===== config.mk =====
export PLATFORM = sky130hd
export DESIGN_NAME = usb_ep0_setup_decoder
export DESIGN_NICKNAME = d
export VERILOG_FILES = /design/src/rtl/usb_ep0_setup_decoder.sv
export SDC_FILE = /design/constraint.sdc
export NUM_CORES = 1
export LEC_CHECK = 0
export CORE_UTILIZATION = 39
export CTS_CLUSTER_DIAMETER = 40
export CTS_CLUSTER_SIZE = 40
export DETAILED_ROUTE_END_ITERATION = 12
export HOLD_SLACK_MARGIN = 0.15
export SKIP_CTS_REPAIR_TIMING = 1
export SLEW_MARGIN = 20
export SYNTH_ARGS = -nofsm -noshare
export SYNTH_HDL_FRONTEND = slang
export SYNTH_SLANG_ARGS = --single-unit

===== constraint.sdc =====
create_clock -name clk -period 6.1 [get_ports clk]
set_input_delay 1.22 -clock clk [delete_from_list [all_inputs] [get_ports clk]]
set_output_delay 1.22 -clock clk [all_outputs]
set_load 0.02 [all_outputs]

===== src/rtl/usb_ep0_setup_decoder.sv =====
// EP0 SETUP-stage decoder: accepts SETUP tokens for this device on EP0,
// collects the 8-byte setup payload, classifies the standard request and
// issues a single ACK/STALL handshake plus address/configuration strobes.
module usb_ep0_setup_decoder #(
  parameter int MAX_CFG = 1,
  parameter int TIMEOUT = 64
) (
  input  logic        clk,
  input  logic        rst_n,
  input  logic        pkt_valid,
  input  logic [3:0]  pkt_pid,
  input  logic [6:0]  pkt_addr,
  input  logic [3:0]  pkt_ep,
  input  logic        data_valid,
  input  logic [7:0]  data,
  input  logic        crc_err,
  input  logic [6:0]  dev_addr,
  output logic        resp_valid,
  output logic [3:0]  resp_pid,
  output logic        req_valid,
  output logic [2:0]  req_code,
  output logic [7:0]  bm_request_type,
  output logic [7:0]  b_request,
  output logic [15:0] w_value,
  output logic [15:0] w_index,
  output logic [15:0] w_length,
  output logic        set_addr_strobe,
  output logic [6:0]  set_addr_value,
  output logic [7:0]  cfg_value,
  output logic        ep0_stalled,
  output logic        busy
);

  localparam logic [3:0] PID_SETUP = 4'hD;
  localparam logic [3:0] PID_ACK   = 4'h2;
  localparam logic [3:0] PID_STALL = 4'hE;

  localparam logic [2:0] RC_NONE        = 3'd0;
  localparam logic [2:0] RC_GET_STATUS  = 3'd1;
  localparam logic [2:0] RC_FEATURE     = 3'd2;
  localparam logic [2:0] RC_SET_ADDRESS = 3'd3;
  localparam logic [2:0] RC_GET_DESC    = 3'd4;
  localparam logic [2:0] RC_GET_CFG     = 3'd5;
  localparam logic [2:0] RC_SET_CFG     = 3'd6;

  // Abort happens on the edge that completes the TIMEOUT-th idle cycle.
  localparam logic [7:0] TO_LAST = 8'(TIMEOUT - 1);
  localparam logic [7:0] CFG_MAX = 8'(MAX_CFG);

  typedef enum logic [1:0] {
    S_IDLE    = 2'd0,
    S_COLLECT = 2'd1,
    S_DECODE  = 2'd2,
    S_RESP    = 2'd3
  } state_t;

  state_t      r_state;
  logic [2:0]  r_idx;
  logic [7:0]  r_tcnt;
  logic [7:0]  r_buf [8];

  logic        r_resp_valid;
  logic [3:0]  r_resp_pid;
  logic        r_req_valid;
  logic [2:0]  r_req_code;
  logic [7:0]  r_bmrt;
  logic [7:0]  r_breq;
  logic [15:0] r_wval;
  logic [15:0] r_widx;
  logic [15:0] r_wlen;
  logic        r_set_addr_strobe;
  logic [6:0]  r_set_addr_value;
  logic [7:0]  r_cfg_value;
  logic        r_ep0_stalled;

  logic        w_setup_hit;
  logic        w_store;
  logic [15:0] w_buf_wval;
  logic [15:0] w_buf_widx;
  logic [15:0] w_buf_wlen;
  logic [2:0]  w_code;

  // Classify a standard request; anything not explicitly supported is 0.
  function automatic logic [2:0] f_decode(
    input logic [7:0]  bmrt,
    input logic [7:0]  breq,
    input logic [15:0] wval,
    input logic [15:0] widx,
    input logic [15:0] wlen
  );
    logic [2:0] code;
    code = RC_NONE;
    if (bmrt[6:5] == 2'b00) begin
      case (breq)
        8'h00: if (bmrt == 8'h80 || bmrt == 8'h81 || bmrt == 8'h82) code = RC_GET_STATUS;
        8'h01,
        8'h03: if (bmrt == 8'h00 || bmrt == 8'h01 || bmrt == 8'h02) code = RC_FEATURE;
        8'h05: if (bmrt == 8'h00 && wval <= 16'd127 && widx == 16'd0 && wlen == 16'd0)
                 code = RC_SET_ADDRESS;
        8'h06: if (bmrt == 8'h80) code = RC_GET_DESC;
        8'h08: if (bmrt == 8'h80) code = RC_GET_CFG;
        8'h09: if (bmrt == 8'h00 && wval[15:8] == 8'h00 && wval[7:0] <= CFG_MAX)
                 code = RC_SET_CFG;
        default: code = RC_NONE;
      endcase
    end
    return code;
  endfunction

  assign w_setup_hit = pkt_valid & ~data_valid & (pkt_pid == PID_SETUP) &
                       (pkt_addr == dev_addr) & (pkt_ep == 4'd0);
  assign w_store     = (r_state == S_COLLECT) & data_valid & ~crc_err;
  assign w_buf_wval  = {r_buf[3], r_buf[2]};
  assign w_buf_widx  = {r_buf[5], r_buf[4]};
  assign w_buf_wlen  = {r_buf[7], r_buf[6]};
  assign w_code      = f_decode(r_buf[0], r_buf[1], w_buf_wval, w_buf_widx, w_buf_wlen);

  // Payload byte buffer; only published to the outputs in DECODE, so it needs no reset.
  always_ff @(posedge clk) begin
    if (w_store) r_buf[r_idx] <= data;
  end

  // Control FSM with registered handshake, field and side-effect outputs.
  always_ff @(posedge clk or negedge rst_n) begin
    if (!rst_n) begin
      r_state           <= S_IDLE;
      r_idx             <= 3'd0;
      r_tcnt            <= 8'd0;
      r_resp_valid      <= 1'b0;
      r_resp_pid        <= 4'd0;
      r_req_valid       <= 1'b0;
      r_req_code        <= 3'd0;
      r_bmrt            <= 8'd0;
      r_breq            <= 8'd0;
      r_wval            <= 16'd0;
      r_widx            <= 16'd0;
      r_wlen            <= 16'd0;
      r_set_addr_strobe <= 1'b0;
      r_set_addr_value  <= 7'd0;
      r_cfg_value       <= 8'd0;
      r_ep0_stalled     <= 1'b0;
    end else begin
      r_resp_valid      <= 1'b0;
      r_req_valid       <= 1'b0;
      r_set_addr_strobe <= 1'b0;
      case (r_state)
        S_IDLE: begin
          if (w_setup_hit) begin
            r_state       <= S_COLLECT;
            r_idx         <= 3'd0;
            r_tcnt        <= 8'd0;
            r_ep0_stalled <= 1'b0;
          end
        end
        S_COLLECT: begin
          if (data_valid) begin
            if (crc_err) begin
              r_state <= S_IDLE;
            end else begin
              r_tcnt <= 8'd0;
              r_idx  <= r_idx + 3'd1;
              if (r_idx == 3'd7) r_state <= S_DECODE;
            end
          end else if (w_setup_hit) begin
            // A fresh SETUP supersedes the partial payload.
            r_idx         <= 3'd0;
            r_tcnt        <= 8'd0;
            r_ep0_stalled <= 1'b0;
          end else if (r_tcnt >= TO_LAST) begin
            r_state <= S_IDLE;
          end else if (r_tcnt != 8'hFF) begin
            r_tcnt <= r_tcnt + 8'd1;
          end
        end
        S_DECODE: begin
          r_req_code <= w_code;
          r_resp_pid <= (w_code != RC_NONE) ? PID_ACK : PID_STALL;
          r_bmrt     <= r_buf[0];
          r_breq     <= r_buf[1];
          r_wval     <= w_buf_wval;
          r_widx     <= w_buf_widx;
          r_wlen     <= w_buf_wlen;
          r_state    <= S_RESP;
        end
        S_RESP: begin
          r_resp_valid <= 1'b1;
          r_req_valid  <= 1'b1;
          if (r_req_code == RC_SET_ADDRESS) begin
            r_set_addr_strobe <= 1'b1;
            r_set_addr_value  <= r_wval[6:0];
          end
          if (r_req_code == RC_SET_CFG) r_cfg_value <= r_wval[7:0];
          if (r_req_code == RC_NONE) r_ep0_stalled <= 1'b1;
          r_state <= S_IDLE;
        end
        default: r_state <= S_IDLE;
      endcase
    end
  end

  assign resp_valid      = r_resp_valid;
  assign resp_pid        = r_resp_pid;
  assign req_valid       = r_req_valid;
  assign req_code        = r_req_code;
  assign bm_request_type = r_bmrt;
  assign b_request       = r_breq;
  assign w_value         = r_wval;
  assign w_index         = r_widx;
  assign w_length        = r_wlen;
  assign set_addr_strobe = r_set_addr_strobe;
  assign set_addr_value  = r_set_addr_value;
  assign cfg_value       = r_cfg_value;
  assign ep0_stalled     = r_ep0_stalled;
  assign busy            = (r_state != S_IDLE);

endmodule


==> flow_summary.ini <==
[power]
p_per_area_nw_per_um2 = 279
leakagePower_nw = 3.49
ir_worst_vdd_mv = 0.204

[place]
pre_cts_ws_ns = 2.42
io_buffers = 124
place.gp.congestion = 0.861
dp_hpwl_um = 10500

[flow_run]
drv_cap = 0

[setup_path]
crit_arrival_ns = 3.25
crit_path_start_kind = primary input
worstPathCellList = clkdlybuf4s50_1 -> nand2b_1 -> or2_1 -> nor3_1
crit_slowest_cell = nor3_1
ff2ff_path_depth = 3
crit_fanout = 10
required_ns = 6.14
endpoint_kind = register
max_stage_delay_ns = 0.84
regToRegSetupSlack_ns = 3.64
critPathKind = in -> reg

[clock_network]
tritoncts = done
clock_latency_ns = 0.42
clockRootBuffer = clkbuf_16
numClockSinks = 164
htreeDepth = 4
clock_path_buffers = 2
cts.clk_slew.worst_paths_ns = 0.06
numCtsBuffers = 17

[min_path]
holdPathStages = 2
hold_path_class = reg -> reg

[floorplanning]
die_w_um = 130
initial_core_util_pct = 40.0
dieArea_um2 = 16900
core_um2 = 15900
io_pins = 126
die_h_um = 130
rows = 46

[global_route]
top_usage_layer = met2
met2_usage_pct = 32.0
grt_max_degree = 71
overflow = 0
antenna_found_initial = 0
use_met1_pct = 24.9
use_met3_pct = 4.59
grt_pass1_vias = 4621
grt_pass1_wl_um = 24100
grt_use_total_pct = 19.2

[route]
wl_um = 14800
drt-pass1-iter-count = 4
final_antenna_net_count = 0
first_iter_violations = 262
viasPerCell = 4.91
vias = 4403
wl_per_cell_um = 16.5
drcViolationCount = 0

[sta]
fin_ws_ns = 2.88
post-route-min-period_ns = 3.22
setup_viol = 0
clock.fmax_mhz = 311
rsz0062_at_grt = no
maxSlewHeadroom_pct = 32.0
worst-slew-pin-transition_ns = 1.01
final-max-slew-violation-count = 0
setup-tns-final_ns = 0
clock_skew_ns = 0.0125
finalCritPeriodShare_pct = 52.7
finalHoldViolations = 0

[synthesis]
synth_ff_type = dfrtp_1
ys_ff_latch = 164
yosysTopAreaCellShare_pct = 39.2
yosys-top-cells-area = dfrtp_1, edfxtp_1, nand2_1
yosysWarnings = 0
synth_cell_types = 55
ys_seq_area_share_pct = 69.3
synth.net_count = 580
synth.avg_cell_area_um2 = 11.8
netlist_area_um2 = 6380
synth_edf_count = 64
synthArstFlopShare_pct = 61.0
syn_inst = 542
yosysTopAreaCell = dfrtp_1

[layout]
final_nets = 706
seq_area_um2 = 4420
area_delta_synth_final_pct = 32.1
fill_cells = 1420
drive_above_1_share_pct = 6.90
diodes = 0
multi_input_area_um2 = 1860

[run_status]
status = finished clean
worst max-delay path: cells and delay by family:
kind | cells | cell delay (ns)
simple gates | 3 | 1.45
buf+inv | 1 | 0.58
layout make-up:
class / count / share of cell area, %
well taps: 216 / 3.21
repair buffers: 128 / 15.0
clock inverters: 15 / 1.93
clock buffers: 17 / 5.05
inverters: 5 / 0.223
flip-flops and latches: 164 / 52.5
multi-input cells: 352 / 22.1
Yosys cell counts (all sizes together) (2+ instances only):
cell / count
o21ai: 8
or4: 2
edfxtp: 64
xor2: 7
nand3: 7
nand2b: 5
nand4: 5
nor2: 20
a211oi: 3
and4b: 2
or3: 2
or2: 3
nor3b: 3
ha: 3
nand2: 206
nor4: 18
dfrtp: 100
buf: 5
nor3: 8
nor2b: 3
clkbuf: 16
and2: 2
nor4b: 3
xnor2: 3
mux2: 16
or4b: 2
a21oi: 5
inv: 5
layout by cell type (no fill, tap or decap), drive strengths merged, types with 2 or more instances in the layout:
| cell | n |
|---|---|
| a211oi | 3 |
| a21oi | 5 |
| and2 | 2 |
| and4b | 2 |
| buf | 5 |
| bufinv | 3 |
| clkbuf | 17 |
| clkdlybuf4s50 | 123 |
| clkinv | 4 |
| clkinvlp | 6 |
| dfrtp | 100 |
| edfxtp | 64 |
| ha | 3 |
| inv | 7 |
| mux2 | 16 |
| nand2 | 206 |
| nand2b | 5 |
| nand3 | 7 |
| nand4 | 5 |
| nor2 | 20 |
| nor2b | 3 |
| nor3 | 8 |
| nor3b | 3 |
| nor4 | 18 |
| nor4b | 3 |
| o21ai | 8 |
| or2 | 3 |
| or3 | 2 |
| or4 | 2 |
| or4b | 2 |
| xnor2 | 3 |
| xor2 | 7 |
through the flow:
step / utilization, % / cells / hold WS, ns / power (mW) / instance area (um^2)
floorplan: - / 542 / 0.415 / 1.24 / 6380
global placement: 49.2 / 865 / 0.445 / 1.32 / 7840
detailed placement: 49.2 / 865 / 0.448 / 1.32 / 7840
CTS: 52.8 / 897 / 0.459 / 2.38 / 8430
global route: 52.9 / 897 / 0.492 / 2.43 / 8430
finish: 52.9 / 897 / 0.452 / 2.36 / 8430
registers in the layout (all words and copies together), names as in the netlist, 2 cells and up, named ones only:
signal           cells
w_length            16
bm_request_type      8
r_buf               64
resp_pid             2
set_addr_value       7
req_code             3
r_idx                3
w_value             16
cfg_value            8
b_request            8
w_index             16
r_tcnt               8
kinds of logic after synthesis:
logic type               synth area share [%]
multiplexers                             2.98
flip-flops                               69.3
other                                  0.0588
buffers and inverters                    1.73
AO/OA/AOI/OAI                            2.53
XOR/XNOR                                 1.37
adder cells (fa/ha/maj)                 0.588
AND/OR/NAND/NOR                          21.4
final timing paths:
kind,start,endpoint
min in group asynchronous,rst_n,bm_request_type[6]$_DFFE_PN0P_
worst min register to register,r_buf[2][0]$_DFFE_PP_,w_value[0]$_DFFE_PN0P_
worst max-delay path,data_valid,r_buf[5][5]$_DFFE_PP_
worst min-delay path,r_buf[2][0]$_DFFE_PP_,w_value[0]$_DFFE_PN0P_
worst max register to register,register,r_buf[5][5]$_DFFE_PP_
max in group asynchronous,rst_n,w_value[2]$_DFFE_PN0P_
report_power, final:
| group | switching [mW] | leakage, nW | internal, mW |
|---|---|---|---|
| logic | 0.0659 | 1.42 | 0.0546 |
| clock network | 0.422 | 0.268 | 0.638 |
| registers | 0.0111 | 1.80 | 1.16 |
| total | 0.499 | 3.49 | 1.86 |
routing by layer:
layer	part of all wire, %	vias up
met2	49	121
met1	45	2172
li1	-	2100
met5	0	-
met4	0.68	0
met3	4.7	10
Note: power is estimated with default switching activity, not from simulation.
==> RTL edit: new RTL, config.mk and constraints unchanged <==
Encoding of `state_t`: now one-hot (4 bits for 4 states).
--- a/src/rtl/usb_ep0_setup_decoder.sv
+++ b/src/rtl/usb_ep0_setup_decoder.sv
@@ -47,11 +47,11 @@
   localparam logic [7:0] TO_LAST = 8'(TIMEOUT - 1);
   localparam logic [7:0] CFG_MAX = 8'(MAX_CFG);
 
-  typedef enum logic [1:0] {
-    S_IDLE    = 2'd0,
-    S_COLLECT = 2'd1,
-    S_DECODE  = 2'd2,
-    S_RESP    = 2'd3
+  typedef enum logic [3:0] {
+    S_IDLE    = 4'b0001,
+    S_COLLECT = 4'b0010,
+    S_DECODE  = 4'b0100,
+    S_RESP    = 4'b1000
   } state_t;
 
   state_t      r_state;
Formal check against the unedited RTL: same outputs for any inputs over 10 cycles, from zero or initial values and one cycle with rst_n low; not proved beyond that.
==> RTL edit against the original RTL <==
- power increased by 3.6%
- cell count increased by 0.78%
- synthesized area increased by 0.24%
- wire length decreased by 4.4%
- hold slack improved by 17 ps
- sequential cell count increased by 2
- first-iteration DRC count decreased by 1.9%
- cell area increased by 0.10%
- setup slack got worse by 120 ps
- largest cell class unchanged
- highest routed layer unchanged
==> RTL edit: results (changes against the original RTL) <==
GRT
  • First-pass GRT wire length: 22,700 um (-6.0%)
  • Gr usage total: 18.1% (-1.1 points)
  • Vias in the first global route: 4,366 (-5.5%)
  • Met3 capacity usage during global routing: 5.29% (+0.70 points)

Synthesis
  • Share of synthesized area spent on multiplexers: 2.09% (-0.89 points)
  • Synthesized-area fraction occupied by ao, oa, aoi and oai cells: 3.19% (+0.66 points)
  • FFs w/ async S/R, synth: 61.4% (+0.47 points)
  • Number of library cell types mapped by synthesis: 47 (-15%)
  • Synth top cells by count: 233 x nand2_1, 101 x dfrtp_1, 64 x edfxtp_1
  • Post-synthesis share of cell area spent on xor and xnor gates: 0.959% (-0.41 points)

Critical path
  • Slack of the worst reg-to-reg path: 3370 ps (-270 ps)
  • Timing endpoint of the critical path: r_buf[1][0]
  • Largest stage delay on the critical path: 810 ps (-30 ps)
  • Register-to-Register Path Depth: 4 (+1)
  • Critical path fanouts, max: 8 (-2)

Placement
  • Area after detailed placement: 7830 um2 (-0.11%)
  • Weighted congestion at the end of routability-driven global placement: 0.770 (-11%)
  • Placed wire-length estimate after detailed placement: 9740 um (-6.9%)

Finish
  • Number of fill cells in the layout: 1,427 (+0.49%)
  • Share of layout cells above drive strength 1: 8.58% (+1.7 points)
  • Net total in the final layout: 713 (+0.99%)

STA
  • Final Critical Period: 3340 ps (+124 ps)

Pwr
  • Leakage power total: 3.65 nW (+4.6%)

Route
  • Post-detailed-routing wire length: 14,100 um (-4.4%)
  • Routed wire length per instance: 15.6 um (-5.2%)
  • Via density per instance: 4.86 (-1.0%)
  • Met2 layer wire length in the routed design: 6590 um (-9.8%)

Hold path
  • Sink of the worst hold path: w_value[5]

Run status
  • Result of the run: completed
==> RTL edit: layout make-up <==
| cell class | instances | area [um2] | area share, % |
|---|---|---|---|
| flip-flops and latches | 166 | 4480 | 53.0 |
| multi-input cells | 361 | 1820 | 21.6 |
| repair buffers | 127 | 1260 | 14.9 |
| clock buffers | 17 | 425 | 5.04 |
| well taps | 216 | 270 | 3.20 |
| clock inverters | 15 | 180 | 2.13 |
| inverters | 2 | 7.51 | 0.0890 |
==> RTL edit: cell families (layout without fill, tap and decap cells) <==
group,after synthesis,in the layout
buffers and inverters,22,161
AO/OA/AOI/OAI,27,27
multiplexers,12,12
flip-flops,166,166
AND/OR/NAND/NOR,311,311
adder cells (fa/ha/maj),3,3
XOR/XNOR,7,7
other,1,1
==> RTL edit: power by group <==
part           total [mW]  switching [mW]  leakage [nW]  internal (mW)
sequential           1.20          0.0220          1.99           1.18
combinational       0.152          0.0848          1.36         0.0677
clock                1.09           0.439         0.297          0.647
total                2.44           0.545          3.65           1.89
